$ cat src/rtl/id_ex_register_pkg.sv
`default_nettype none
// ============================================================================
// Module      : pipeline_pkg
// Description : Shared pipeline constants: opcode/control widths, control bit
//               positions and the NOP control encoding.
// Revision    : 1.0 - initial release
// ============================================================================
package pipeline_pkg;

  localparam int OPCODE_W = 4;
  localparam int CTRL_W   = 9;
  localparam int COND_W   = 4;
  localparam int RD_W     = 4;
  localparam int SHIFT_W  = 12;

  localparam int CTRL_AM     = 8;
  localparam int CTRL_S      = 7;
  localparam int CTRL_LOAD   = 6;
  localparam int CTRL_RF     = 5;
  localparam int CTRL_SIZE   = 4;
  localparam int CTRL_RW     = 3;
  localparam int CTRL_ENABLE = 2;
  localparam int CTRL_BL     = 1;
  localparam int CTRL_B      = 0;

  typedef logic [CTRL_W-1:0]   ctrl_t;
  typedef logic [OPCODE_W-1:0] opcode_t;

  localparam opcode_t NOP_OPCODE = 4'b1110;
  // All-zero control disables RF write, memory, flag update and branch in EX.
  localparam ctrl_t   NOP_CTRL   = '0;

endpackage : pipeline_pkg
`default_nettype wire

$ cat src/rtl/id_ex_register_if.sv
`default_nettype none
// ============================================================================
// Module      : id_ex_if
// Description : ID-to-EX pipeline bus: decoded ID fields, pipeline controls
//               and registered EX-stage outputs.
// Revision    : 1.0 - initial release
// ============================================================================
interface id_ex_if #(
  parameter int DATA_W = 32,
  parameter int CNT_W  = 16
);
  import pipeline_pkg::*;

  opcode_t             id_opcode;
  ctrl_t               id_ctrl;
  logic [COND_W-1:0]   id_cond;
  logic [RD_W-1:0]     id_rd;
  logic [DATA_W-1:0]   id_op_a;
  logic [DATA_W-1:0]   id_op_b;
  logic [DATA_W-1:0]   id_op_c;
  logic [SHIFT_W-1:0]  id_shift_imm;
  logic [DATA_W-1:0]   id_pc;
  logic                id_valid;
  logic                hold;
  logic                bubble;
  logic                flush;

  opcode_t             ex_opcode;
  ctrl_t               ex_ctrl;
  logic [COND_W-1:0]   ex_cond;
  logic [RD_W-1:0]     ex_rd;
  logic [DATA_W-1:0]   ex_op_a;
  logic [DATA_W-1:0]   ex_op_b;
  logic [DATA_W-1:0]   ex_op_c;
  logic [SHIFT_W-1:0]  ex_shift_imm;
  logic [DATA_W-1:0]   ex_pc;
  logic                ex_valid;
  logic [CNT_W-1:0]    bubble_count;

  modport master (
    output id_opcode, id_ctrl, id_cond, id_rd, id_op_a, id_op_b, id_op_c,
           id_shift_imm, id_pc, id_valid, hold, bubble, flush,
    input  ex_opcode, ex_ctrl, ex_cond, ex_rd, ex_op_a, ex_op_b, ex_op_c,
           ex_shift_imm, ex_pc, ex_valid, bubble_count
  );

  modport slave (
    input  id_opcode, id_ctrl, id_cond, id_rd, id_op_a, id_op_b, id_op_c,
           id_shift_imm, id_pc, id_valid, hold, bubble, flush,
    output ex_opcode, ex_ctrl, ex_cond, ex_rd, ex_op_a, ex_op_b, ex_op_c,
           ex_shift_imm, ex_pc, ex_valid, bubble_count
  );

endinterface : id_ex_if
`default_nettype wire

$ cat src/rtl/id_ex_register_pipe_reg.sv
`default_nettype none
// ============================================================================
// Module      : pipe_reg
// Description : Enabled pipeline register with async active-low reset and a
//               synchronous clear to a constant.
// Revision    : 1.0 - initial release
// ============================================================================
module pipe_reg #(
  parameter int               WIDTH     = 8,
  parameter logic [WIDTH-1:0] RESET_VAL = '0,
  parameter logic [WIDTH-1:0] CLEAR_VAL = '0
) (
  input  wire logic             clk,
  input  wire logic             reset_n,
  input  wire logic             en,
  input  wire logic             clr,
  input  wire logic [WIDTH-1:0] d,
  output logic      [WIDTH-1:0] q
);

  logic [WIDTH-1:0] r_q;

  always_ff @(posedge clk or negedge reset_n) begin
    if (!reset_n) begin
      r_q <= RESET_VAL;
    end else if (en) begin
      r_q <= clr ? CLEAR_VAL : d;
    end
  end

  assign q = r_q;

endmodule : pipe_reg
`default_nettype wire

$ cat src/rtl/id_ex_register.sv
`default_nettype none
// ============================================================================
// Module      : id_ex_register
// Description : ID/EX pipeline register with hold, flush and bubble handling
//               and a saturating count of inserted NOP slots.
// Revision    : 1.0 - initial release
// ============================================================================
module id_ex_register
  import pipeline_pkg::*;
#(
  parameter int DATA_W = 32,
  parameter int CNT_W  = 16
) (
  input wire logic clk,
  input wire logic reset_n,
  id_ex_if.slave   bus
);

  localparam int C_CTL_W = OPCODE_W + CTRL_W + 1;
  localparam int C_DP_W  = COND_W + RD_W + (4 * DATA_W) + SHIFT_W;
  localparam logic [C_CTL_W-1:0] C_NOP_GRP = {NOP_OPCODE, NOP_CTRL, 1'b0};

  logic               w_load_en;
  logic               w_nop_event;
  logic               w_nop_sel;
  logic [C_CTL_W-1:0] w_ctl_d;
  logic [C_CTL_W-1:0] w_ctl_q;
  logic [C_DP_W-1:0]  w_dp_d;
  logic [C_DP_W-1:0]  w_dp_q;
  logic [CNT_W-1:0]   r_bubble_count;

  assign w_load_en   = ~bus.hold;
  assign w_nop_event = bus.flush | bus.bubble;
  // An empty ID slot also loads NOP control but is not a counted bubble.
  assign w_nop_sel   = w_nop_event | ~bus.id_valid;

  assign w_ctl_d = {bus.id_opcode, bus.id_ctrl, bus.id_valid};
  assign w_dp_d  = {bus.id_cond, bus.id_rd, bus.id_op_a, bus.id_op_b,
                    bus.id_op_c, bus.id_shift_imm, bus.id_pc};

  pipe_reg #(
    .WIDTH     (C_CTL_W),
    .RESET_VAL (C_NOP_GRP),
    .CLEAR_VAL (C_NOP_GRP)
  ) u_ctl_reg (
    .clk     (clk),
    .reset_n (reset_n),
    .en      (w_load_en),
    .clr     (w_nop_sel),
    .d       (w_ctl_d),
    .q       (w_ctl_q)
  );

  // Datapath always follows ID when not held; only control is squashed.
  pipe_reg #(
    .WIDTH     (C_DP_W),
    .RESET_VAL ('0),
    .CLEAR_VAL ('0)
  ) u_dp_reg (
    .clk     (clk),
    .reset_n (reset_n),
    .en      (w_load_en),
    .clr     (1'b0),
    .d       (w_dp_d),
    .q       (w_dp_q)
  );

  always_ff @(posedge clk or negedge reset_n) begin
    if (!reset_n) begin
      r_bubble_count <= '0;
    end else if (w_load_en && w_nop_event && (r_bubble_count != {CNT_W{1'b1}})) begin
      r_bubble_count <= r_bubble_count + 1'b1;
    end
  end

  assign {bus.ex_opcode, bus.ex_ctrl, bus.ex_valid} = w_ctl_q;
  assign {bus.ex_cond, bus.ex_rd, bus.ex_op_a, bus.ex_op_b,
          bus.ex_op_c, bus.ex_shift_imm, bus.ex_pc} = w_dp_q;
  assign bus.bubble_count = r_bubble_count;

endmodule : id_ex_register
`default_nettype wire

$ cat src/flat_wrapper.sv
// flat-port wrapper written by rule: the top's interface ports become plain ports
module id_ex_register_flat import pipeline_pkg::*;
#(
  parameter int DATA_W = 32,
  parameter int CNT_W  = 16
)
  (clk, reset_n, bus_id_opcode, bus_id_ctrl, bus_id_cond, bus_id_rd, bus_id_op_a, bus_id_op_b, bus_id_op_c, bus_id_shift_imm, bus_id_pc, bus_id_valid, bus_hold, bus_bubble, bus_flush, bus_ex_opcode, bus_ex_ctrl, bus_ex_cond, bus_ex_rd, bus_ex_op_a, bus_ex_op_b, bus_ex_op_c, bus_ex_shift_imm, bus_ex_pc, bus_ex_valid, bus_bubble_count);
  id_ex_if #(.DATA_W(DATA_W), .CNT_W(CNT_W)) bus_i ();
  input wire logic clk;
  input wire logic reset_n;
  input wire logic [$bits(bus_i.id_opcode)-1:0] bus_id_opcode;
  input wire logic [$bits(bus_i.id_ctrl)-1:0] bus_id_ctrl;
  input wire logic [$bits(bus_i.id_cond)-1:0] bus_id_cond;
  input wire logic [$bits(bus_i.id_rd)-1:0] bus_id_rd;
  input wire logic [$bits(bus_i.id_op_a)-1:0] bus_id_op_a;
  input wire logic [$bits(bus_i.id_op_b)-1:0] bus_id_op_b;
  input wire logic [$bits(bus_i.id_op_c)-1:0] bus_id_op_c;
  input wire logic [$bits(bus_i.id_shift_imm)-1:0] bus_id_shift_imm;
  input wire logic [$bits(bus_i.id_pc)-1:0] bus_id_pc;
  input wire logic [$bits(bus_i.id_valid)-1:0] bus_id_valid;
  input wire logic [$bits(bus_i.hold)-1:0] bus_hold;
  input wire logic [$bits(bus_i.bubble)-1:0] bus_bubble;
  input wire logic [$bits(bus_i.flush)-1:0] bus_flush;
  output wire logic [$bits(bus_i.ex_opcode)-1:0] bus_ex_opcode;
  output wire logic [$bits(bus_i.ex_ctrl)-1:0] bus_ex_ctrl;
  output wire logic [$bits(bus_i.ex_cond)-1:0] bus_ex_cond;
  output wire logic [$bits(bus_i.ex_rd)-1:0] bus_ex_rd;
  output wire logic [$bits(bus_i.ex_op_a)-1:0] bus_ex_op_a;
  output wire logic [$bits(bus_i.ex_op_b)-1:0] bus_ex_op_b;
  output wire logic [$bits(bus_i.ex_op_c)-1:0] bus_ex_op_c;
  output wire logic [$bits(bus_i.ex_shift_imm)-1:0] bus_ex_shift_imm;
  output wire logic [$bits(bus_i.ex_pc)-1:0] bus_ex_pc;
  output wire logic [$bits(bus_i.ex_valid)-1:0] bus_ex_valid;
  output wire logic [$bits(bus_i.bubble_count)-1:0] bus_bubble_count;
  assign bus_i.id_opcode = bus_id_opcode;
  assign bus_i.id_ctrl = bus_id_ctrl;
  assign bus_i.id_cond = bus_id_cond;
  assign bus_i.id_rd = bus_id_rd;
  assign bus_i.id_op_a = bus_id_op_a;
  assign bus_i.id_op_b = bus_id_op_b;
  assign bus_i.id_op_c = bus_id_op_c;
  assign bus_i.id_shift_imm = bus_id_shift_imm;
  assign bus_i.id_pc = bus_id_pc;
  assign bus_i.id_valid = bus_id_valid;
  assign bus_i.hold = bus_hold;
  assign bus_i.bubble = bus_bubble;
  assign bus_i.flush = bus_flush;
  assign bus_ex_opcode = bus_i.ex_opcode;
  assign bus_ex_ctrl = bus_i.ex_ctrl;
  assign bus_ex_cond = bus_i.ex_cond;
  assign bus_ex_rd = bus_i.ex_rd;
  assign bus_ex_op_a = bus_i.ex_op_a;
  assign bus_ex_op_b = bus_i.ex_op_b;
  assign bus_ex_op_c = bus_i.ex_op_c;
  assign bus_ex_shift_imm = bus_i.ex_shift_imm;
  assign bus_ex_pc = bus_i.ex_pc;
  assign bus_ex_valid = bus_i.ex_valid;
  assign bus_bubble_count = bus_i.bubble_count;
  id_ex_register #(.DATA_W(DATA_W), .CNT_W(CNT_W)) u_core (.clk(clk), .reset_n(reset_n), .bus(bus_i));
endmodule
$ cat config.mk
export PLATFORM = sky130hd
export DESIGN_NAME = id_ex_register_flat
export DESIGN_NICKNAME = d
export VERILOG_FILES = /design/src/rtl/id_ex_register_pkg.sv /design/src/rtl/id_ex_register_if.sv /design/src/rtl/id_ex_register_pipe_reg.sv /design/src/rtl/id_ex_register.sv /design/src/flat_wrapper.sv
export SDC_FILE = /design/constraint.sdc
export NUM_CORES = 1
export LEC_CHECK = 0
export ABC_CLOCK_PERIOD_IN_PS = 2000
export CORE_UTILIZATION = 36
export DETAILED_ROUTE_END_ITERATION = 7
export PLACE_DENSITY = 0.77
export SLEW_MARGIN = 25
export SYNTH_ARGS = -nofsm -noshare
export SYNTH_HDL_FRONTEND = slang
export SYNTH_SLANG_ARGS = --single-unit
$ cat constraint.sdc
create_clock -name clk -period 2 [get_ports clk]
set_clock_uncertainty 0.15 [all_clocks]
set_input_delay 0.4 -clock clk [delete_from_list [all_inputs] [get_ports clk]]
set_output_delay 0.4 -clock clk [all_outputs]
set_load 0.02 [all_outputs]
==> run metrics <==
maximum clock frequency 510 MHz; P&R area growth vs syn 67.0%; # diodes 0; Crit-path slowest cell clkdlybuf4s50_1; antenna violations before repair 0; 1st-pass router iterations 8; Synthesized Nets 596; Post-DP HPWL 14,000 um; via count 4,944; critical path type reg -> out; drt wl/cell 17.7 um; Starting Density 37.1%; Synth Area per Inst 15.8 um2; CTS H-Tree Depth 4; synthesis-stage register bit count 178; hold crit path type reg -> reg; CTS max path bufs 2; EDFF count, synth 0; Placed Instances 1,009; Post-CTS Setup Inserts 0; Sink Count 178; Syn. warnings 0; Final period util 98.0%; Synth Flop Type dfrtp_1; Detailed Route WL 18,400 um; minimum clock period 1.96 ns; Post-Synth Adder-Cell Area 0.185%; final core utilization 62.0%; core area 18,200 um2; PwrDens 865 nW/um2; status finished with violations; Nets 968; grt ovf 0; Setup crit end kind primary output; simple-gate share of the synthesized area 4.00%; die area 19,300 um2; Slew Limit Fails 0; Max-slew headroom 62.5%; synth cell count leaders dfrtp_1, mux2_2, clkbuf_1; Die Y 139 um; CP delay by family, top buffers and inverters; Async SR Flop Fraction 100%; CTS buffer count 17; critical path depth 1; Synth top area share 64.8%; cell taking the most area after synthesis dfrtp_1; r2r worst-path depth 5; Startpoint Class register; Non-Filler Instances 1,041; xor and xnor fraction of the mapped netlist area 1.42%; endpoints failing setup 0; post-synthesis cell type count 27; Cells after Synth 428; pin count of the biggest net entering global routing 99; Clock Pin Slew Worst Setup and Hold Paths 0.07 ns; initial DRC count 185; synth top area cells dfrtp_1, mux2_2, a22o_1, xnor2_1, dfstp_2; post-route ant nets 0; largest family of logic cells by synthesized area multiplexers; RSZ-0062 raised after global routing false; first-pass GRT wire length 29,400 um; CP Data Required Time 1.45 ns; Area after DPL 10,700 um2; maximum VDD drop 550 uV; Cell Chain, Critical Path clkdlybuf4s50_1; DRC violations left 19; worst-margin pin slew 0.562 ns; mux share of post-synthesis cell area 25.2%; mapped cell area 6760 um2; GP Congestion 0.812; port bufs 344; All-Layer GR Usage 19.6%; vias in the first global route 5,557; Crit path largest cell delay 0.62 ns; Final Cell Area 11,300 um2; CP arrival 1.41 ns; IO Count 345; post-synthesis sequential area ratio 65.9%; Crit Path Max Fanout 2; share of layout cells above drive strength 1 27.3%; post-synthesis compound-gate area fraction 1.96%; Pleak 4.95 nW; max cap viols 0; Buf+Inv Stages, Crit Path 1; Final Hold Fails 0; TritonCTS clock tree yes; CTS Root Buffer Type clkbuf_16; most frequent cell after synthesis dfrtp_1; hold path depth 2; die width 139 um; failing checks design-rule violations; Via-to-Cell Ratio 4.75; Clock Latency Late Sink 0.42 ns; row count 49
## worst min-delay path, stage by stage, from the launching register on
cell and delay [ns]:
dfstp_2 0.37, inv_1 0.04, a21oi_1 0.05
## cell type report
type	count	area [um2]
well taps	229	287
repair buffers	372	3730
flip-flops and latches	178	4470
clock buffers	23	478
clock inverters	8	80.1
fillers	1362	6910
multi-input cells	227	2240
inverters	4	15.0
## placed cells by master, fill, tap and decap left out, types with 2 or more instances in the layout
cell / synthesis / final
dfrtp_2: 0 / 6
nor2_1: 6 / 6
buf_12: 0 / 4
xnor2_1: 10 / 10
o21a_1: 2 / 2
clkbuf_1: 18 / 3
dfstp_2: 3 / 3
and3_1: 6 / 6
dlygate4sd2_1: 0 / 20
nand4_1: 10 / 10
clkbuf_16: 0 / 17
inv_1: 4 / 4
a22o_1: 10 / 10
buf_6: 0 / 2
clkbuf_8: 0 / 3
dfrtp_1: 175 / 169
mux2_2: 150 / 150
clkdlybuf4s50_1: 0 / 304
clkinv_4: 0 / 4
nand2_1: 6 / 6
nor3_1: 3 / 3
nand3_1: 10 / 10
clkinv_2: 0 / 3
buf_4: 0 / 23
dlymetal6s2s_1: 0 / 18
a21oi_1: 3 / 3
## cell families after synthesis
group,count (synthesis)
buffers and inverters,23
flip-flops,178
multiplexers,151
AND/OR/NAND/NOR,47
XOR/XNOR,11
AO/OA/AOI/OAI,17
adder cells (fa/ha/maj),1
## state kept, by name (all words and copies together) (netlist names)
name / flops
u_core.bus.bubble_count: 16
u_core.u_ctl_reg.q: 14
u_core.u_dp_reg.q: 148
## timing repair
action | 4_1_cts | 5_1_grt
hold endpoints to repair | 46 | 0
resized for setup | 20 | 19
endpoints found under the setup margin | 20 | 19
hold buffers | 1 | 0
pin swaps | 0 | 0
## routing by layer
metal  share of wire [%]  up-vias  wire (um)  GRT usage, %
met5                   0        -          0             0
met4                 1.9        0        344          7.66
met3                 8.5       27       1560          6.66
met2                  53      208       9780          35.4
met1                  36     2440       6700          20.9
li1                    -     2269          -             -
## path summary, 6_finish.rpt
path | startpoint | to | slack (ns)
min in group asynchronous | reset_n | u_core.bus.bubble_count[3]$_DFFE_PN0P_ | 0.36
max reg2reg | u_core.bus.bubble_count[0]$_DFFE_PN0P_ | u_core.bus.bubble_count[1]$_DFFE_PN0P_ | 0.07
min reg2reg | u_core.u_ctl_reg.q[11]$_DFFE_PN1N_ | u_core.u_ctl_reg.q[11]$_DFFE_PN1N_ | 0.31
max in group asynchronous | reset_n | u_core.u_dp_reg.q[139]$_DFFE_PN0N_ | 0.66
max | u_core.u_dp_reg.q[120]$_DFFE_PN0N_ | bus_ex_op_a[12] | 0.04
min | u_core.u_ctl_reg.q[11]$_DFFE_PN1N_ | u_core.u_ctl_reg.q[11]$_DFFE_PN1N_ | 0.31
## stage by stage
| stage | power, W | worst slack [ns] | hold WS (ns) | TNS (ns) |
|---|---|---|---|---|
| 2_1_floorplan | 0.00532 | -0.0173 | -0.0456 | -0.0173 |
| 3_3_place_gp | 0.00667 | -0.0596 | 0.245 | -0.0710 |
| 3_5_place_dp | 0.00676 | -0.0870 | 0.253 | -0.153 |
| 4_1_cts | 0.00990 | 0.000807 | 0.317 | 0 |
| 5_1_grt | 0.0102 | 0.00154 | 0.333 | 0 |
| 6_report | 0.00977 | 0.0410 | 0.314 | 0 |
## report_power, final
part           leakage (nW)  total (W)  switching (W)  internal (W)
Combinational          2.56    0.00233        0.00105       0.00128
Sequential             2.11    0.00429       0.000293       0.00399
Clock                 0.277    0.00315        0.00134       0.00181
No activity file was read; power rests on OpenSTA's default activity.
